**src/rtl/calc_pkg.sv**
```systemverilog
// Shared calculator definitions: ALU opcodes and sequencer state encoding.
// The ALU and the multi-precision sequencer both take their opcodes from here.
package calc_pkg;

  localparam logic [2:0] OPT_NULL = 3'd0;
  localparam logic [2:0] OPT_ADD  = 3'd1;
  localparam logic [2:0] OPT_SUB  = 3'd2;
  localparam logic [2:0] OPT_AND  = 3'd3;
  localparam logic [2:0] OPT_ORR  = 3'd4;
  localparam logic [2:0] OPT_CMP  = 3'd5;

  typedef enum logic [1:0] {
    SEQ_IDLE,
    SEQ_RUN,
    SEQ_DONE
  } seq_state_e;

endpackage

```
**src/rtl/alu_mp_sequencer.sv**
```systemverilog
// Multi-precision initiator for the 8-bit ALU, LSB byte first, carry chained.
// ALU_MP_SIGNED_OVF_EN enables signed overflow tracking on the top byte.
module alu_mp_sequencer
  import calc_pkg::*;
#(
  parameter int NBYTES = 4
) (
  input  logic                  clk,
  input  logic                  rst,
  input  logic                  start,
  input  logic [2:0]            op,
  input  logic [8*NBYTES-1:0]   opa,
  input  logic [8*NBYTES-1:0]   opb,
  output logic                  busy,
  output logic                  done,
  output logic [8*NBYTES-1:0]   result,
  output logic                  carry,
  output logic                  zero,
  output logic                  ovf,
  output logic [2:0]            alu_opt,
  output logic [7:0]            alu_numa,
  output logic [7:0]            alu_numb,
  output logic                  alu_ci,
  input  logic [7:0]            alu_s,
  input  logic                  alu_zero,
  input  logic                  alu_co
);

  localparam int W  = 8 * NBYTES;
  localparam int IW = (NBYTES > 1) ? $clog2(NBYTES) : 1;
  localparam logic [IW-1:0] LAST = IW'(NBYTES - 1);

  seq_state_e      state_q, state_d;
  logic [IW-1:0]   idx_q, idx_d;
  logic [2:0]      op_q, op_d;
  logic [W-1:0]    opa_q, opa_d;
  logic [W-1:0]    opb_q, opb_d;
  logic [W-1:0]    result_q, result_d;
  logic            cin_q, cin_d;
  logic            zacc_q, zacc_d;
  logic            carry_q, carry_d;
  logic            zero_q, zero_d;
`ifdef ALU_MP_SIGNED_OVF_EN
  logic            ovf_q, ovf_d;
`endif

  always_ff @(posedge clk) begin
    if (rst) begin
      state_q  <= SEQ_IDLE;
      idx_q    <= '0;
      op_q     <= OPT_NULL;
      opa_q    <= '0;
      opb_q    <= '0;
      result_q <= '0;
      cin_q    <= 1'b0;
      zacc_q   <= 1'b1;
      carry_q  <= 1'b0;
      zero_q   <= 1'b0;
`ifdef ALU_MP_SIGNED_OVF_EN
      ovf_q    <= 1'b0;
`endif
    end else begin
      state_q  <= state_d;
      idx_q    <= idx_d;
      op_q     <= op_d;
      opa_q    <= opa_d;
      opb_q    <= opb_d;
      result_q <= result_d;
      cin_q    <= cin_d;
      zacc_q   <= zacc_d;
      carry_q  <= carry_d;
      zero_q   <= zero_d;
`ifdef ALU_MP_SIGNED_OVF_EN
      ovf_q    <= ovf_d;
`endif
    end
  end

  always_comb begin
    state_d  = state_q;
    idx_d    = idx_q;
    op_d     = op_q;
    opa_d    = opa_q;
    opb_d    = opb_q;
    result_d = result_q;
    cin_d    = cin_q;
    zacc_d   = zacc_q;
    carry_d  = carry_q;
    zero_d   = zero_q;
`ifdef ALU_MP_SIGNED_OVF_EN
    ovf_d    = ovf_q;
`endif
    busy     = 1'b0;
    done     = 1'b0;
    alu_opt  = OPT_NULL;
    alu_numa = '0;
    alu_numb = '0;
    alu_ci   = 1'b0;
    unique case (state_q)
      SEQ_IDLE: begin
        if (start) begin
          op_d    = op;
          opa_d   = opa;
          opb_d   = opb;
          idx_d   = '0;
          cin_d   = 1'b0;
          zacc_d  = 1'b1;
          state_d = SEQ_RUN;
        end
      end
      SEQ_RUN: begin
        busy     = 1'b1;
        alu_opt  = op_q;
        alu_numa = opa_q[8*idx_q +: 8];
        alu_numb = opb_q[8*idx_q +: 8];
        alu_ci   = cin_q;
        // CMP only reports flags; the previous result stays visible
        if (op_q != OPT_CMP) begin
          result_d[8*idx_q +: 8] = alu_s;
        end
        cin_d  = alu_co;
        zacc_d = zacc_q & alu_zero;
        if (idx_q == LAST) begin
          state_d = SEQ_DONE;
          carry_d = alu_co;
          zero_d  = zacc_q & alu_zero;
`ifdef ALU_MP_SIGNED_OVF_EN
          unique case (1'b1)
            op_q == OPT_ADD:
              ovf_d = (alu_numa[7] == alu_numb[7]) &
                      (alu_s[7] != alu_numa[7]);
            op_q == OPT_SUB,
            op_q == OPT_CMP:
              ovf_d = (alu_numa[7] != alu_numb[7]) &
                      (alu_s[7] != alu_numa[7]);
            default:
              ovf_d = 1'b0;
          endcase
`endif
        end else begin
          idx_d = idx_q + 1'b1;
        end
      end
      SEQ_DONE: begin
        done    = 1'b1;
        state_d = SEQ_IDLE;
      end
      default: state_d = SEQ_IDLE;
    endcase
  end

  assign result = result_q;
  assign carry  = carry_q;
  assign zero   = zero_q;
`ifdef ALU_MP_SIGNED_OVF_EN
  assign ovf    = ovf_q;
`else
  assign ovf    = 1'b0;
`endif

endmodule
```
**config.mk**
```make
export PLATFORM = sky130hd
export DESIGN_NAME = alu_mp_sequencer
export DESIGN_NICKNAME = d
export VERILOG_FILES = /design/src/rtl/calc_pkg.sv /design/src/rtl/alu_mp_sequencer.sv
export SDC_FILE = /design/constraint.sdc
export NUM_CORES = 1
export LEC_CHECK = 0
export CORE_MARGIN = 5
export CORE_UTILIZATION = 48
export DETAILED_ROUTE_END_ITERATION = 10
export PLACE_DENSITY = 0.88
export RECOVER_POWER = 25
export SKIP_CTS_REPAIR_TIMING = 1
export SYNTH_ARGS = -nofsm -noshare
export SYNTH_HDL_FRONTEND = slang
export SYNTH_SLANG_ARGS = --single-unit
```
**constraint.sdc**
```tcl
create_clock -name clk -period 2 [get_ports clk]
set_input_delay 0.3 -clock clk [delete_from_list [all_inputs] [get_ports clk]]
set_output_delay 0.3 -clock clk [all_outputs]
set_load 0.02 [all_outputs]
```
Word level (Yosys, flattened, before mapping). Index checks and enable logic that the tools add are counted.

Add/sub/neg operators: 2. Equality and inequality tests: 7. Shifts and indexed selects: 4. Mux-type cells: 17. Bitwise logic cells: 1. Reduce and logical (&&, ||, !) cells: 8.

Operators with widths (count): $shiftx 32x6->8 (2); $neg 5->34 (1); $shift 8x34->32 const A (1); $shiftx 8x34->32 (1); $bwmux 32 (1); $mux 8 (2); $reduce_and 2->1 (5); $mux 2 (4); $pmux 2 s2 (2); $ne 2x2->1 const B (3); $mux 1 (5); $eq 2x2->1 const B (2); $pmux 1 s2 (2); $mux 3 (1); $ne 3x3->1 const B (1); $reduce_and 3->1 (1); $add 2x1->2 const B (1); $eq 2x1->1 const B (1); $logic_not 2->1 (1); $reduce_bool 2->1 (1); $and 1x1->1 (1).

Bits in registers: 107. Word-level logic and storage cells: 49.

Depth between registers and ports, before layout. Gate-level depths: netlist of the first run.

Word-level depth: 3. Mapped depth: 7.

Worst setup path after synthesis of the first run. No wires, ideal clock.

Path kind: register to register. From: reg idx_q[1]. To: reg result_q[16], in the netlist result[16]. Arrival: 1.776 ns. Data required time: 1.928 ns. Path slack: 0.152 ns. Stages on the path, launching flop included: 8. Period minus slack after synthesis: 1.848 ns. Path through: dfxtp_1 -> buf_2 -> buf_2 -> inv_1 -> ha_1 -> nor4b_4 -> nand2_1 -> mux2i_1.

Word-level cells in the longest chain between the ends: 3. Elaborated cells between the ends (all ways): 4. Classes of those cells: 1 x add/sub; 2 x shift; 1 x mux.

RTL lines: start: declaration (RTL line alu_mp_sequencer.sv:34) `logic [IW-1:0] idx_q, idx_d;`; start signal: assignment (RTL line alu_mp_sequencer.sv:64) `idx_q <= idx_d;`; $neg 5->34 (*) (RTL line alu_mp_sequencer.sv:119) `result_d[8*idx_q +: 8] = alu_s;`; $shiftx 8x34->32 / $shift 8x34->32 (equally long branches) (RTL line alu_mp_sequencer.sv:119); $bwmux 32 (*) (RTL line alu_mp_sequencer.sv:119); end signal: assignment (RTL line alu_mp_sequencer.sv:68) `result_q <= result_d;`; end: declaration (RTL line alu_mp_sequencer.sv:38) `logic [W-1:0] result_q, result_d;`.

Every way passes the cells marked *; elsewhere a longest branch is shown, timed or not. A chain may end at the register's enable or synchronous reset.

Worst setup path after layout of the first run.
From: reg idx_q[0]. To: out alu_numa[5].

Word-level cells in the longest chain between the ends: 2.

RTL lines: $shiftx 32x6->8 (RTL line alu_mp_sequencer.sv:114) `alu_numa = opa_q[8*idx_q +: 8];`; $mux 8 (RTL line alu_mp_sequencer.sv:99) `unique case (state_q)`; end: declaration (RTL line alu_mp_sequencer.sv:21) `output logic [7:0] alu_numa,`.

Every way passes these cells.

==> results of run 1 <==
-- logic make-up after synthesis --
logic type,after synthesis
other cells,1
mux,49
buf+inv,42
flops,107
fa+ha+maj,6
compound gates,75
simple gates,251
-- worst max path at each step --
stage,slack [ns],endpoint,depth (start not counted),from
6_report,-0.12,alu_numa[5],5,idx_q[0]
3_5_place_dp,-0.14,alu_numa[7],4,idx_q[0]
5_1_grt,-0.18,alu_numa[3],5,idx_q[0]
2_1_floorplan,0.15,result[16],7,idx_q[1]
3_3_place_gp,-0.12,alu_numa[7],4,idx_q[0]
4_1_cts,-0.54,alu_numa[7],4,idx_q[0]
-- report_power, final --
group	internal [mW]	switching, mW	leakage [nW]	total, mW
clock network	0.614	0.729	0.0987	1.34
logic	0.397	0.361	1.65	0.758
registers	2.23	0.0560	0.874	2.28
total	3.24	1.15	2.62	4.38
-- sequential cells by signal, summed over array words and instances, names as in the netlist --
name and flops:
op_q 3, zero 1, result 32, zacc_q 1, opb_q 32, cin_q 1, state_q 2, carry 1
opa_q 32, idx_q 2
-- critical path: cells and delay by family, from the launching register on --
kind / cells / cell delay (ns)
flip-flops: 1 / 0.40
buffers and inverters: 3 / 0.40
multiplexers: 1 / 0.48
AND/OR/NAND/NOR: 1 / 0.18
-- synthesized netlist by cell type, types with 2 or more instances --
cell type  number
buf_1           3
nor2b_1         9
mux2i_1        33
inv_1           3
ha_1            6
nand3_4         3
mux4_2         11
mux4_1          5
buf_2          14
nand3_1         3
buf_4           5
dfxtp_1       107
nor3b_2         2
buf_6           3
a21oi_1        71
clkbuf_1       11
and2_1         20
nand2_1       201
-- metrics by stage --
| step | power (mW) | util | hold slack [ns] | cell area (um2) | setup TNS [ns] |
|---|---|---|---|---|---|
| 2_1_floorplan | 2.736 | - | 0.4315 | 4703 | 0 |
| 3_3_place_gp | 3.027 | 0.6398 | 0.4380 | 6196 | -0.9788 |
| 3_5_place_dp | 3.055 | 0.6398 | 0.4459 | 6196 | -2.284 |
| 4_1_cts | 4.378 | 0.6606 | 0.3263 | 6397 | -10.25 |
| 5_1_grt | 4.574 | 0.6689 | 0.3399 | 6477 | -1.527 |
| 6_report | 4.384 | 0.6689 | 0.3367 | 6477 | -0.5852 |
-- cell type report --
cell class / count / area (um2)
fill: 787 / 3207
multi-input combinational: 382 / 2360
sequential: 107 / 2146
timing repair buffer: 159 / 1585
tap: 133 / 166.4
clock buffer: 10 / 137.6
clock inverter: 6 / 63.81
inverter: 5 / 18.77
-- layer usage --
metal,track usage,vias up,routed length (um)
met4,0.07124,0,218
li1,-,2023,-
met2,0.3526,158,5998
met3,0.05980,18,1083
met1,0.2385,1954,4868
met5,0,-,0
==> reports/qor.csv, run 1 <==
metric,value,unit
status,"finished, violations left",
violations,setup timing,
end_kind,output pin,
synth_top_area_share,0.4554,
ioPinCount,137,
grt_pass1_wl,19060,um
globalplace.congestion,0.8482,
pwr_density_cell,676.9,nW/um2
grt_pass1_vias,4114,
syn-num-nets,617,
drt-total-wl,12170,um
path_cells,"buf_8, buf_4, mux4_2, and2_1, buf_4",
drt_iter0_drc,191,
die_h,109.0,um
grt_max_degree,75,
layout_common_cells,"201 x nand2_1, 113 x clkdlybuf4s50_1, 106 x dfxtp_1",
initial_utilization,0.4857,
fin_cells,802,
rows,36,
slowest_delay,0.48,ns
peakVddDrop,0.3764,mV
place_inst,778,
firstDrtPassIters,5,
synthFlopType,dfxtp_1,
cp.arrival,1.82,ns
yosysSeqAreaShare,0.4554,
grt_setup_unrepaired,yes,
period_needed,2.116,ns
min_path_cells,3,
yosysWarnings,0,
ys_async_sr_fraction,0,
die-area,11880,um2
path_max_fanout,7,
place_hpwl,8947,um
synthMuxAreaShare,0.1508,
cp-start-kind,flip-flop,
via_count,4153,
finalHoldViolCount,0,
area_growth,37.72,%
cts_tree,yes,
ys_seq_elements,107,
ys_types,39,
worst-setup-path-type,flip-flop to output pin,
critPathMostFrequentCell,buf_4,
rrSetupSlack,0.09,ns
via_per_inst,5.178,
antenna_cells,0,
yosys.area_share.simple,0.2469,
clk_latency,0.36,ns
worstReg2RegEnd,result[2],
tightestPinTransition,0.7050,ns
slew_headroom,0.5300,
worstHoldStart,rst,
synthCells,531,
drv_cap,0,
grt_use_total,0.2033,
drive_above_1_share,0.1405,
coreArea,9684,um2
hold_end,zacc_q,
maxSlewViolCount,0,
path_clk_slew,0.09,ns
yosys-top-cells-area,"dfxtp_1 46%, nand2_1 16%, a21oi_1 7.6%",
ant_nets,0,
setup_viol,9,
hold_path_class,primary input to flip-flop,
synth_compound_area_frac,0.08167,
cts.sinks,107,
drc,0,
r2r_cells,7,
gr-total-overflow,0,
synth_top_family_by_area,simple AND/OR/NAND/NOR gates,
synth_fa_ha_area_frac,0.01596,
finClkSkew,0.007109,ns
cts_buffers,9,
synth_largest_area_cell,dfxtp_1,
clk_path_buf_depth,2,
syn_area_per_cell,8.857,um2
mostFrequentLayoutCell,nand2_1,
timing.final.ws_setup,-0.1163,ns
synth_xor_area_frac,0,
required,1.70,ns
preCtsSetupSlack,-0.1369,ns
fmax,472.5,MHz
synth_edf_count,0,
die_w,109.0,um
wire_per_inst,15.17,um
p_leak,2.623,nW
post-route-period-util,1.058,
synth_area,4703,um2
clockRootBuffer,clkbuf_8,
io_buffers,135,
crit_slowest_cell,mux4_2,
fin_nets,750,
timing.rr.start,idx_q[0],
grt_antenna_before_repair,0,
h-tree-depth,3,
Note: power is estimated with default switching activity, not from simulation.
==> run 2: changes to the inputs <==
--- a/config.mk
+++ b/config.mk
@@ -6,9 +6,9 @@
 export NUM_CORES = 1
 export LEC_CHECK = 0
 export CORE_MARGIN = 5
-export CORE_UTILIZATION = 48
+export CORE_UTILIZATION = 43
 export DETAILED_ROUTE_END_ITERATION = 10
-export PLACE_DENSITY = 0.88
+export PLACE_DENSITY = 0.86
 export RECOVER_POWER = 25
 export SKIP_CTS_REPAIR_TIMING = 1
 export SYNTH_ARGS = -nofsm -noshare
==> constraint.sdc (replaced) <==
create_clock -name clk -period 1.8 [get_ports clk]
set_input_delay 0.27 -clock clk [delete_from_list [all_inputs] [get_ports clk]]
set_output_delay 0.27 -clock clk [all_outputs]
set_load 0.02 [all_outputs]
==> run 2 against run 1 <==
Effect of this change: the run still ends with setup timing left; hold slack improved by 0.054 ns; clock skew grew 0.011 ns; critical path depth fell by 1; first-iteration DRC count up 17%; sequential share of layout area fell by 0.55 points; core utilization fell by 5.8 points; highest routed layer unchanged; die area increased by 11%; setup slack got worse by 0.070 ns; largest cell class unchanged.
==> reports/qor.csv, run 2 (synthesis results as in run 1) <==
metric,value,unit,change
p_leak,2.609,nW,was 2.623 nW
crit_buf_inv,2,,was 3
ioPinCount,137,,unchanged
via_per_inst,5.122,,was 5.178
fin_cells,813,,was 802
min_path_cells,3,,unchanged
status,"finished, violations left",,unchanged
post-route-period-util,1.104,,
firstDrtPassIters,4,,was 5
r2r_cells,8,,was 7
die-area,13130,um2,was 11880 um2
maxSlewViolCount,0,,unchanged
via_count,4164,,was 4153
worstReg2RegEnd,result[22],,was result[2]
crit_slowest_cell,mux4_2,,unchanged
cts_tree,yes,,unchanged
grt_pass1_vias,4150,,was 4114
drt_iter0_drc,224,,was 191
cts_buffers,9,,unchanged
pwr_density_cell,732.3,nW/um2,was 676.9 nW/um2
grt_antenna_before_repair,0,,unchanged
hold_path_class,primary input to flip-flop,,unchanged
coreArea,10790,um2,was 9684 um2
initial_utilization,0.4358,,was 0.4857
cp-start-kind,flip-flop,,unchanged
cts.sinks,107,,unchanged
clockRootBuffer,clkbuf_8,,unchanged
drc,0,,unchanged
place_hpwl,8961,um,was 8947 um
rows,38,,was 36
grt_setup_unrepaired,yes,,unchanged
slowest_delay,0.51,ns,was 0.48 ns
grt_max_degree,75,,unchanged
gr-total-overflow,0,,unchanged
worstHoldStart,rst,,unchanged
globalplace.congestion,0.8101,,was 0.8482
slew_headroom,0.5198,,was 0.5300
io_buffers,135,,unchanged
cpLargestDelayFamily,multiplexers,,unchanged
required,1.53,ns,was 1.70 ns
end_kind,output pin,,unchanged
finClkSkew,0.01811,ns,was 0.007109 ns
period_needed,1.987,ns,
violations,setup timing,,unchanged
area_growth,40.06,%,was 37.72%
drive_above_1_share,0.1694,,was 0.1405
finalPower,4.824,mW,was 4.384 mW
finalHoldViolCount,0,,unchanged
mostFrequentLayoutCell,nand2_1,,unchanged
place_inst,791,,was 778
path_clk_slew,0.11,ns,was 0.09 ns
path_cells,"buf_12, mux4_2, and2_4, buf_6",,"was buf_8, buf_4, mux4_2, and2_1, buf_4"
wire_per_inst,15.72,um,was 15.17 um
clk_path_buf_depth,2,,unchanged
hold_end,zacc_q,,unchanged
drv_cap,0,,unchanged
grt_pass1_wl,19460,um,was 19060 um
die_w,114.6,um,was 109.0 um
layout_common_cells,"201 x nand2_1, 112 x clkdlybuf4s50_1, 106 x dfxtp_1",,"was 201 x nand2_1, 113 x clkdlybuf4s50_1, 106 x dfxtp_1"
setup_viol,18,,was 9
path_max_fanout,7,,unchanged
fmax,503.4,MHz,
rrSetupSlack,0,ns,was 0.09 ns
h-tree-depth,3,,unchanged
clk_latency,0.36,ns,about the same
fin_nets,754,,was 750
worst-setup-path-type,flip-flop to output pin,,unchanged
timing.final.ws_setup,-0.1866,ns,was -0.1163 ns
tightestPinTransition,0.7203,ns,was 0.7050 ns
antenna_cells,0,,unchanged
ant_nets,0,,unchanged
drt-total-wl,12780,um,was 12170 um
grt_use_total,0.1838,,was 0.2033
utilization,0.6104,,was 0.6689
fill_cells,907,,was 787
cp.arrival,1.72,ns,was 1.82 ns
timing.rr.start,idx_q[0],,unchanged
peakVddDrop,0.4984,mV,was 0.3764 mV
die_h,114.6,um,was 109.0 um
[run 2: worst max path at each step]
stage / depth (start not counted) / startpoint / to
floorplan: 7 / idx_q[1] / result[16]
global placement: 4 / idx_q[0] / alu_numa[7]
detailed placement: 4 / idx_q[0] / alu_numb[0]
CTS: 4 / idx_q[0] / alu_numb[0]
global route: 4 / idx_q[0] / alu_numa[1]
finish: 4 / idx_q[0] / alu_numa[1]
[run 2: power breakdown]
part	switching (mW)	internal, mW	leakage, nW
Clock	0.853	0.526	0.0921
Sequential	0.0651	2.48	0.874
Combinational	0.424	0.479	1.64
Total	1.34	3.48	2.61
[run 2: per-stage QoR]
stage          setup TNS [ns]  worst slack [ns]  hold slack (ns)  cell area, um2
2_1_floorplan               0          0.009218           0.4060            4706
3_3_place_gp           -3.781           -0.2299           0.4377            6251
3_5_place_dp           -5.738           -0.2536           0.4445            6251
4_1_cts                -14.95           -0.6658           0.3853            6434
5_1_grt                -4.528           -0.2521           0.4120            6588
6_report               -2.573           -0.1866           0.3902            6588
[run 2: worst min-delay path: stages]
cell and delay, ns:
buf_2 0.18, clkinv_1 0.17, nand3_1 0.08
[run 2: layer usage]
layer,GRT usage,vias to the layer above,routed length (um)
met5,0,-,0
met4,0.05542,0,146
met3,0.06395,13,1211
met2,0.3190,162,6471
met1,0.2128,1967,4950
li1,-,2022,-
[run 2: layout make-up]
class | instances | area (um2) | area share
Timing Repair Buffer | 163 | 1660 | 0.2520
Tap cell | 140 | 175.2 | 0.02659
Clock buffer | 9 | 123.9 | 0.01880
Clock inverter | 7 | 58.81 | 0.008927
Multi-Input combinational cell | 382 | 2401 | 0.3645
Sequential cell | 107 | 2146 | 0.3257
Inverter | 5 | 22.52 | 0.003419
